$ cat config.mk
export PLATFORM = sky130hd
export DESIGN_NAME = bin_frame_scheduler
export DESIGN_NICKNAME = d
export VERILOG_FILES = /design/src/rtl/vis_pkg.sv /design/src/rtl/bin_bank.sv /design/src/rtl/bin_frame_scheduler.sv
export SDC_FILE = /design/constraint.sdc
export NUM_CORES = 1
export LEC_CHECK = 0
export CAP_MARGIN = 20
export CORE_ASPECT_RATIO = 0.8
export CORE_MARGIN = 4
export CORE_UTILIZATION = 27
export CTS_BUF_LIST = sky130_fd_sc_hd__clkbuf_2
export CTS_CLUSTER_SIZE = 25
export DETAILED_ROUTE_END_ITERATION = 16
export GPL_ROUTABILITY_DRIVEN = 0
export SLEW_MARGIN = 20
export SYNTH_ARGS = -nofsm -noshare
export SYNTH_HDL_FRONTEND = slang
export SYNTH_HIERARCHICAL = 1
export SYNTH_SLANG_ARGS = --single-unit
$ cat constraint.sdc
create_clock -name clk -period 2.65 [get_ports clk]
set_input_delay 0.53 -clock clk [delete_from_list [all_inputs] [get_ports clk]]
set_output_delay 0.53 -clock clk [all_outputs]
set_load 0.1 [all_outputs]
$ cat src/rtl/vis_pkg.sv
// Shared visualiser definitions: spectrum-set defaults and the bin scheduler state type,
// also used by the VGA bar-drawing logic.
package vis_pkg;

  localparam int NUM_BINS_DEF    = 16;
  localparam int BIN_W_DEF       = 16;
  localparam int DECAY_SHIFT_DEF = 4;

  typedef enum logic [1:0] {
    ST_IDLE,
    ST_COLLECT,
    ST_PENDING,
    ST_SWAP
  } sched_state_t;

endpackage

$ cat src/rtl/bin_bank.sv
// Double-buffered bin register file: writes land in the hidden bank, the display bank feeds
// the registered bar read port. Peak-hold read port exists only with BIN_PEAK_HOLD_EN.
module bin_bank
  import vis_pkg::*;
#(
  parameter int NUM_BINS = NUM_BINS_DEF,
  parameter int BIN_W    = BIN_W_DEF,
  localparam int AW      = (NUM_BINS > 1) ? $clog2(NUM_BINS) : 1
) (
  input  logic             clk,
  input  logic             rst,
  input  logic             swap_i,
  input  logic             wr_en_i,
  input  logic [AW-1:0]    wr_addr_i,
  input  logic [BIN_W-1:0] wr_data_i,
  input  logic [AW-1:0]    rd_addr_i,
  output logic [BIN_W-1:0] rd_data_o,
`ifdef BIN_PEAK_HOLD_EN
  input  logic [AW-1:0]    ph_addr_i,
  output logic [BIN_W-1:0] ph_data_o,
`endif
  output logic             bank_sel_o
);

  logic             bank_sel_q;
  logic [BIN_W-1:0] mem_q [2][NUM_BINS];
  logic [BIN_W-1:0] rd_data_q;
  logic             rd_sel;

  // Read through the bank that will be displayed after this edge, so the bar data
  // follows the swap without a one-cycle stale value.
  assign rd_sel = bank_sel_q ^ swap_i;

  always_ff @(posedge clk) begin
    if (rst) begin
      bank_sel_q <= 1'b0;
      rd_data_q  <= '0;
      // NOTE: the banks are flops, not RAM, so clearing them on reset is legal and keeps
      // the display blank until the first complete set arrives.
      for (int b = 0; b < 2; b++) begin
        for (int i = 0; i < NUM_BINS; i++) begin
          mem_q[b][i] <= '0;
        end
      end
    end else begin
      // NOTE: non-blocking assignments so every register samples pre-edge values.
      if (swap_i) begin
        bank_sel_q <= ~bank_sel_q;
      end
      if (wr_en_i) begin
        mem_q[~bank_sel_q][wr_addr_i] <= wr_data_i;
      end
      if (32'(rd_addr_i) < NUM_BINS) begin
        rd_data_q <= mem_q[rd_sel][rd_addr_i];
      end else begin
        rd_data_q <= '0;
      end
    end
  end

`ifdef BIN_PEAK_HOLD_EN
  assign ph_data_o = mem_q[bank_sel_q][ph_addr_i];
`endif
  assign rd_data_o  = rd_data_q;
  assign bank_sel_o = bank_sel_q;

endmodule

$ cat src/rtl/bin_frame_scheduler.sv
// Collects spectrum sets into the hidden bank and swaps it to the display at vblank.
// Define BIN_PEAK_HOLD_EN to write max(new, decayed old) instead of the raw clamped bin.
module bin_frame_scheduler
  import vis_pkg::*;
#(
  parameter int NUM_BINS    = NUM_BINS_DEF,
  parameter int BIN_W       = BIN_W_DEF,
  parameter int DECAY_SHIFT = DECAY_SHIFT_DEF,
  localparam int AW         = (NUM_BINS > 1) ? $clog2(NUM_BINS) : 1
) (
  input  logic             clk,
  input  logic             rst,
  input  logic             bin_valid,
  output logic             bin_ready,
  input  logic [BIN_W-1:0] bin_data,
  input  logic             bin_last,
  input  logic             vblank_start,
  input  logic [AW-1:0]    rd_addr,
  output logic [BIN_W-1:0] rd_data,
  output logic             swap_pulse,
  output logic [7:0]       frame_err_cnt
);

  localparam logic [AW-1:0] LAST_IDX = AW'(NUM_BINS - 1);

  sched_state_t     state_q, state_d;
  logic [AW-1:0]    idx_q, idx_d;
  logic [7:0]       err_q, err_d;
  logic             wr_en;
  logic             bank_sel;
  logic [BIN_W-1:0] clamped;
  logic [BIN_W-1:0] wr_data;

  assign clamped = bin_data[BIN_W-1] ? '0 : bin_data;

`ifdef BIN_PEAK_HOLD_EN
  logic [BIN_W-1:0] old_val;
  logic [BIN_W-1:0] decayed;

  // Stored values are never negative, so a logical shift equals the arithmetic one.
  assign decayed = old_val - (old_val >> DECAY_SHIFT);
  assign wr_data = (clamped > decayed) ? clamped : decayed;
`else
  assign wr_data = clamped;
`endif

  always_comb begin
    // NOTE: defaults first so no path through the case leaves a signal unassigned (latch).
    state_d    = state_q;
    idx_d      = idx_q;
    err_d      = err_q;
    bin_ready  = 1'b0;
    swap_pulse = 1'b0;
    wr_en      = 1'b0;
    unique case (state_q)
      ST_IDLE, ST_COLLECT: begin
        bin_ready = 1'b1;
        if (bin_valid) begin
          wr_en = 1'b1;
          if (bin_last && idx_q == LAST_IDX) begin
            state_d = ST_PENDING;
            idx_d   = '0;
          end else if (bin_last || idx_q == LAST_IDX) begin
            // Malformed set: drop it, the display bank is untouched.
            state_d = ST_IDLE;
            idx_d   = '0;
            if (err_q != 8'hFF) err_d = err_q + 8'd1;
          end else begin
            state_d = ST_COLLECT;
            idx_d   = idx_q + AW'(1);
          end
        end
      end
      ST_PENDING: begin
        if (vblank_start) state_d = ST_SWAP;
      end
      ST_SWAP: begin
        swap_pulse = 1'b1;
        state_d    = ST_IDLE;
      end
      default: state_d = ST_IDLE;
    endcase
  end

  always_ff @(posedge clk) begin
    if (rst) begin
      state_q <= ST_IDLE;
      idx_q   <= '0;
      err_q   <= '0;
    end else begin
      state_q <= state_d;
      idx_q   <= idx_d;
      err_q   <= err_d;
    end
  end

  bin_bank #(
    .NUM_BINS (NUM_BINS),
    .BIN_W    (BIN_W)
  ) u_bank (
    .clk        (clk),
    .rst        (rst),
    .swap_i     (swap_pulse),
    .wr_en_i    (wr_en),
    .wr_addr_i  (idx_q),
    .wr_data_i  (wr_data),
    .rd_addr_i  (rd_addr),
    .rd_data_o  (rd_data),
`ifdef BIN_PEAK_HOLD_EN
    .ph_addr_i  (idx_q),
    .ph_data_o  (old_val),
`endif
    .bank_sel_o (bank_sel)
  );

  assign frame_err_cnt = err_q;

  // Bank select is exposed for the display side; the scheduler itself does not need it.
  logic unused_bank_sel;
  assign unused_bank_sel = bank_sel;

endmodule

==> results of run 1 <==
## state kept, by name, summed over array words and instances, names as in the netlist
signal / cells
u_bank/bank_sel_o: 1
u_bank/mem_q: 512
frame_err_cnt: 8
u_bank/rd_data_o: 16
state_q: 2
idx_q: 4
## worst reg2reg max path, cell delays in order, from the launching register on
cell                       delay (ns)
sky130_fd_sc_hd__dfxtp_1         0.32
sky130_fd_sc_hd__and2_4          0.18
sky130_fd_sc_hd__xnor2_4         0.34
sky130_fd_sc_hd__buf_12          0.23
sky130_fd_sc_hd__buf_4           0.27
sky130_fd_sc_hd__buf_4           0.35
sky130_fd_sc_hd__nand2_1         0.10
sky130_fd_sc_hd__a31oi_1         0.16
sky130_fd_sc_hd__nand4_1         0.28
sky130_fd_sc_hd__o211ai_2        0.15
## power by group
group	total (mW)	internal, mW	switching (mW)
Sequential	9.81	9.70	0.107
Combinational	1.32	0.425	0.898
Clock	6.00	2.50	3.51
## layer usage
layer  routed length [um]  GRT usage  vias up
li1                     -          -     7187
met1                30400      0.223     8013
met2                29000      0.217      927
met3                 7980     0.0470      104
met4                 1190     0.0361        2
met5                   13          0        -
## area by class of cell
class / count / area (sq um) / area share
Antenna cell: 1 / 2.50 / 0.0000914
Clock buffer: 196 / 981 / 0.0358
Clock inverter: 43 / 338 / 0.0123
Inverter: 22 / 86.3 / 0.00315
Multi-Input combinational cell: 1165 / 6170 / 0.225
Sequential cell: 543 / 16000 / 0.584
Tap cell: 1104 / 1380 / 0.0505
Timing Repair Buffer: 230 / 2420 / 0.0883
## final timing paths
check	to	slack, ns	cells past startpoint
min	state_q[0]	0.19	3
min reg2reg	frame_err_cnt[5]	0.53	2
max reg2reg	u_bank/rd_data_o[8]	0.23	9
max	swap_pulse	0.21	3
## placed cells by master, fill, tap and decap left out, types with 11 or more instances in the layout
cell type / n
sky130_fd_sc_hd__edfxtp_1: 512
sky130_fd_sc_hd__nand2_1: 426
sky130_fd_sc_hd__nor2_1: 290
sky130_fd_sc_hd__clkbuf_2: 196
sky130_fd_sc_hd__buf_4: 154
sky130_fd_sc_hd__nand3_1: 148
sky130_fd_sc_hd__a31oi_1: 52
sky130_fd_sc_hd__buf_12: 51
sky130_fd_sc_hd__nand4_1: 33
sky130_fd_sc_hd__dfxtp_1: 31
sky130_fd_sc_hd__clkinv_1: 27
sky130_fd_sc_hd__mux4_2: 23
sky130_fd_sc_hd__clkdlybuf4s50_1: 22
sky130_fd_sc_hd__inv_1: 20
sky130_fd_sc_hd__nor2b_1: 19
sky130_fd_sc_hd__and3_1: 19
sky130_fd_sc_hd__a311o_1: 15
sky130_fd_sc_hd__o21ai_0: 12
sky130_fd_sc_hd__a21oi_1: 11
sky130_fd_sc_hd__o211ai_2: 11
## logic make-up (layout without fill, tap and decap cells)
family                   count (synthesis)  after routing
other                                    1              3
AND/OR/NAND/NOR                        990            990
flip-flops                             543            543
AO/OA/AOI/OAI                          134            134
buffers and inverters                  149            491
adder cells (fa/ha/maj)                  2              2
XOR/XNOR                                 2              2
multiplexers                            35             35
## what timing repair did
item	4_1_cts	5_1_grt
resized for setup	2	2
endpoints found under the hold margin	12	0
hold buffers	1	0
setup endpoints to repair	1	2
## metrics by stage
stage / TNS (ns) / util / instances
global route: 0 / 0.331 / 3304
detailed placement: -5.33 / 0.314 / 3063
finish: 0 / 0.331 / 3304
CTS: 0 / 0.330 / 3303
floorplan: -8.75 / - / 1857
global placement: -2.25 / 0.314 / 3063
==> results list, run 1 <==
* Boundary Pins: 51
- The setup path with the least slack is of type reg2out.
- CTS tree: yes
- After detailed placement, the total cell area comes to 26000 sq um.
* Nature of the critical path endpoint: output port
- Initial antenna violation count: 2
- At the pin with the least slew margin, the transition time is 0.687 ns.
- Row generation in the floorplan step produced 94 rows.
- In the final layout, the share of cells above drive strength 1 is 0.223.
* Worst slack on hold paths: between 0.15 and 0.2 ns
- Vias in the first global route: 16200
* PD cells: 626 nW/um^2
- Chip width: 332 um
- Signed area change from the synthesized netlist to the final layout: 20.5%
- For this block, the initial DRC count from the detailed router was 1952.
- Synth area leaders: sky130_fd_sc_hd__edfxtp_1 (68%), sky130_fd_sc_hd__nand2_1 (7.1%), sky130_fd_sc_hd__nor2_1 (4.9%), sky130_fd_sc_hd__nand3_1 (3.3%), sky130_fd_sc_hd__dfxtp_1 (2.7%)
- Summed over all layers, the global routing overflow is 0.
* Series of cell instances along the critical path: and2_4 -> buf_4 -> buf_12
- Adder and majority cell fraction of the synthesized area: 0.00110
- For this run, the slowest stage of the critical path takes 0.36 ns.
- The initial utilization of the core area, before any placement, comes to 0.274.
* Distinct cells, synth: 58
* Vias per inst: 4.91
- Post-route cell area: 27400 sq um
* Required time worst endpoint: about 2.1 ns
- In the final routed layout, each cell accounts on average for between 20 and 25 um.
* Flip-flop and latch count after synthesis: between 500 and 600
* Final slew viol count: 0
* Area of the die: 88800 sq um
* Hold violation count in the final report: 0
- Xor/xnor cell area share of the yosys netlist: 0.00160
* Count of input and output buffers: 50
- Synthesized cell area: 22700 sq um
- Dominant synthesized flop cell: sky130_fd_sc_hd__edfxtp_1
- Fraction of the mapped netlist area in simple logic gates: 0.187
* Total power after layout: about 17 mW
- Source of the worst hold timing path: vblank_start
- Of all nets on the critical path, the largest fanout is 3.
- Worst hold path class: in2reg
- Library cell occupying the most area in the post-synthesis netlist: sky130_fd_sc_hd__edfxtp_1
* Max Buffers Root-to-Sink: 3
* Clock transition at the registers of the reported paths: 0.10 ns
- Timing would allow up to 0.409 GHz.
- Most frequent cell after synthesis: sky130_fd_sc_hd__edfxtp_1
* Synthesized area per cell: 12.2 sq um
- Final Setup Violations: 0
- During synthesis, Yosys emitted a total of 6 warnings.
- Setup slack closes at 0.206 ns.
* Gr usage total: 0.151
- Ranked by instance count, the synthesized netlist is headed by sky130_fd_sc_hd__edfxtp_1 (512), sky130_fd_sc_hd__nand2_1 (427), sky130_fd_sc_hd__nor2_1 (296).
- Post-synthesis sequential area ratio: 0.704
* Worst rel slew slack: 0.533
- The most critical setup path has its startpoint at state_q[0].
- Synthesis handed over a netlist of 1856 instances.
- Max-cap viol count: 0
- Summing over every cut layer, the via total after detailed routing is 16200.
* Critical Path Source Type: register
* Worst clock skew on the final layout: 0.0922 ns
* Outcome: complete, no violations
- Number of antenna-violating nets in the routed design: 0
* Critical-path cell with the highest stage delay: sky130_fd_sc_hd__dfxtp_1
* Worst path top cell family by delay: flip-flops
- TritonCTS buffer count: 131
- Clock sink count: 543
- The region available for standard cell placement spans 82800 sq um.
- In this run the post-CTS setup repair buffer count came out at 0.
- Asr flop ratio synth: 0
- The first global-routing pass estimated 102000 um of wire.
- CP Buf/Inv Count: 2
- Post-DP HPWL: roughly 46000 um
* Largest family of logic cells by synthesized area: simple AND/OR/NAND/NOR gates
- Root buffer cell: sky130_fd_sc_hd__clkbuf_2
* Arrival time at the worst endpoint: between 1.5 and 2 ns
- DRC violation count after routing: 0
- Before antenna repair, the detailed router went through 5 iterations.
* Worst IR drop on VDD: 342 uV
- Counting flops with a built-in enable in the synthesized netlist gives approximately 510.
- After synthesis, the share of cell area in mux cells is 0.0347.
* Worst setup slack before clock tree synthesis: -0.113 ns
- Synth top area share: 0.677
- The analysis attributes to cell leakage a power of ~10 nW.
- The area fraction in compound gates after synthesis was 0.0425.
- Fill cells in the final layout number 8250.
* Sum of routed wire length over all layers: 68600 um
- Insertion delay of the later-clocked pin in the worst-skew pair: around 1.1 ns
- Die extent in y: about 270 um
- Nets@finish: 2120
- Maximum level of the CTS H-tree: 4
- Entering global routing, the biggest net connects 86 pins.
- Final critical path time including I/O delays and setup: 2.44 ns
* Portion of the clock cycle consumed by the worst path in the final layout: 0.922
- The worst register-to-register path begins at state_q[1].
- Setup repair after global routing left no endpoint under its margin.
Power figures use the tool's default switching activity.
==> run 2, diff against run 1 <==
Settings changed: CORE_UTILIZATION 27 to 55, PLACE_DENSITY from default to 0.82.
==> run 2 against run 1 <==
  * Worst setup slack worse by 0.031 ns
  * Die area down 50%
  * Worst hold slack got worse by 0.028 ns
  * Sequential share of layout area increased by 1.9 points
  * Non-clock buffer count decreased by 23
  * Sequential power about the same
  * Routed wire length is 4.9% lower
  * Register-to-register slack lost 0.02 ns
  * Critical path type unchanged
==> results list, run 2 (synthesized netlist as in run 1, its figures left out) <==
- The run finished with clean final reports.
* Max-cap viol count: 0
- In this run the worst path has a maximum fanout of 4.
- CTS tree: yes
- Post-DP HPWL: 41300 um
- The clock tree synthesis step divided the H-tree into 4 levels.
* Insertion delay of the later-clocked pin in the worst-skew pair: 1.05 ns
- In the final routed layout, each cell accounts on average for ~24 um.
- The first TritonRoute pass finished after 8 iterations.
- Critical Path Source Type: register
- Effective utilization at floorplan: 0.558
- The largest single stage delay on the critical path is 0.41 ns.
- Root buffer cell: sky130_fd_sc_hd__clkbuf_2
* Cell row count: 66
- Signed area change from the synthesized netlist to the final layout: 16.7%
- Sum of routed wire length over all layers: 65200 um
- Slew at the pin closest to its max-slew limit: around 0.8 ns
- The initial antenna violation count came to 3.
* Final Setup Violations: 0
- At the worst endpoint, the required time is 2.12 ns.
- The top cell types in the final layout, fill and taps aside, are sky130_fd_sc_hd__edfxtp_1 (512), sky130_fd_sc_hd__nand2_1 (426), sky130_fd_sc_hd__nor2_1 (290).
- Dividing the detail-routed via count by the number of cells gives 6.24.
- The clock period could shrink to 2.47 ns.
* Clock sink count: 543
* Nets@finish: 2097
- The tightest min-delay check is of the in2reg type.
* DRC violation count after routing: 0
- Placeable core region: 40700 sq um
- Max Buffers Root-to-Sink: 3
- Summed over all layers, the global routing overflow is 0.
- Hold timing on the final database bottoms out at a slack of 0.166 ns.
- The critical path goes through buf_4 -> clkinvlp_4 -> buf_4.
- Worst clock skew on the final layout: between 0.07 and 0.08 ns
- CP Buf/Inv Count: 3
- Worst rel slew slack: 0.478
- The critical path is of the reg2out type.
- The slowest stage of the critical path belongs to the cell sky130_fd_sc_hd__dfxtp_1.
- The worst setup path is captured at an output port.
- Met2 wire len: 29100 um
- In this run the static leakage power is 9.93 nW.
- RSZ-0062 raised after global routing: no
* Gr usage total: 0.288
- Broken down by cell family, the worst path's largest delay share belongs to buffers and inverters.
- Global-route wire length before repair: 97400 um
- Detailed routing inserted a total of 16900 vias.
* Chip width: 235 um
- Vias in the first global route: 16700
- Worst IR drop on VDD: 323 uV
- In this design, the critical path's most frequently occurring cell is sky130_fd_sc_hd__buf_4.
- Leaving out fill and tap cells, the most frequent cell in the layout is sky130_fd_sc_hd__edfxtp_1.
- For this run, the top clock speed supported by timing is 0.404 GHz.
- Count of input and output buffers: 50
* Core occupancy in the finished layout: 0.651
- TritonCTS buffer count: 131
- PD cells: about 640 nW/um^2
* Arrival time at the worst endpoint: 1.94 ns
- u_bank/mem_q holds more flip-flops than any other register.
- Final slew viol count: 0
- Portion of the clock cycle consumed by the worst path in the final layout: 0.934
- The floorplan step set the die height to 190 um.
- After clock tree synthesis, the clock-pin slew on the worst setup and hold paths is about 0.1 ns.
- 51 I/O pins were placed.
* Maximum number of pins on one net before global-route repair: 61
* Area of the die: 44600 sq um
- The routed design uses 10000 um of met3 wire.
* Hold violation count in the final report: 0
* Flip-flop count of the largest register, all copies and words added: between 500 and 600
* Number of antenna-violating nets in the routed design: 0
* Share of layout cells above drive strength 1: 0.215
* Wl on met1: 22900 um
- After detailed routing, no signal wire sits above met5.
* Number of DRC markers in iteration 0: approximately 2900
run 2: final cells by class:
cell class	count	area, sq um
diodes	1	2.50
clock buffers	197	986
clock inverters	34	288
fillers	2864	14200
inverters	22	86.3
multi-input cells	1165	6170
flip-flops and latches	543	16000
well taps	544	681
repair buffers	207	2290
run 2: stage by stage:
step / setup slack [ns] / setup TNS [ns] / cells / area (sq um) / total power [mW]
2_1_floorplan: -0.162 / -8.75 / 1857 / 22800 / 10.7
3_3_place_gp: -0.0750 / -4.82 / 2478 / 25200 / 11.2
3_5_place_dp: -0.131 / -21.01 / 2478 / 25200 / 11.3
4_1_cts: 0.0311 / 0 / 2710 / 26500 / 17.0
5_1_grt: 0.00242 / 0 / 2713 / 26500 / 17.6
6_report: 0.176 / 0 / 2713 / 26500 / 17.0
run 2: what timing repair did:
action | CTS | global route
pin swaps | 0 | 1
hold endpoints to repair | 13 | 0
endpoints found under the setup margin | 1 | 2
gates cloned | 0 | 1
hold buffers | 1 | 0
resized for setup | 1 | 2
buffers inserted | 0 | 1
run 2: worst register-to-register path, stage by stage (launching register included):
cell                        delay, ns
sky130_fd_sc_hd__dfxtp_1         0.41
sky130_fd_sc_hd__and2_4          0.25
sky130_fd_sc_hd__xnor2_4         0.15
sky130_fd_sc_hd__buf_4           0.19
sky130_fd_sc_hd__clkbuf_16       0.24
sky130_fd_sc_hd__mux4_2          0.56
sky130_fd_sc_hd__o21ai_1         0.16
sky130_fd_sc_hd__a311o_1         0.27
sky130_fd_sc_hd__o211ai_2        0.12
run 2: routing by layer:
| metal | GRT usage | up-vias |
|---|---|---|
| met3 | 0.0857 | 271 |
| li1 | - | 7145 |
| met1 | 0.388 | 7956 |
| met2 | 0.438 | 1546 |
| met4 | 0.133 | 2 |
| met5 | 0 | - |
run 2: power by group:
part           total, mW  internal [mW]  switching, mW  leakage, nW
Sequential          9.81           9.70          0.104         5.58
Combinational       1.31          0.418          0.895         3.38
Clock               5.84           2.55           3.29        0.965
Total               17.0           12.7           4.29         9.93
run 2: worst paths after layout:
check	from	end	slack [ns]	cells past startpoint
max	state_q[1]	bin_ready	0.18	3
max reg2reg	state_q[1]	u_bank/rd_data_o[2]	0.21	8
min	vblank_start	state_q[0]	0.17	3
min reg2reg	frame_err_cnt[1]	frame_err_cnt[1]	0.51	2
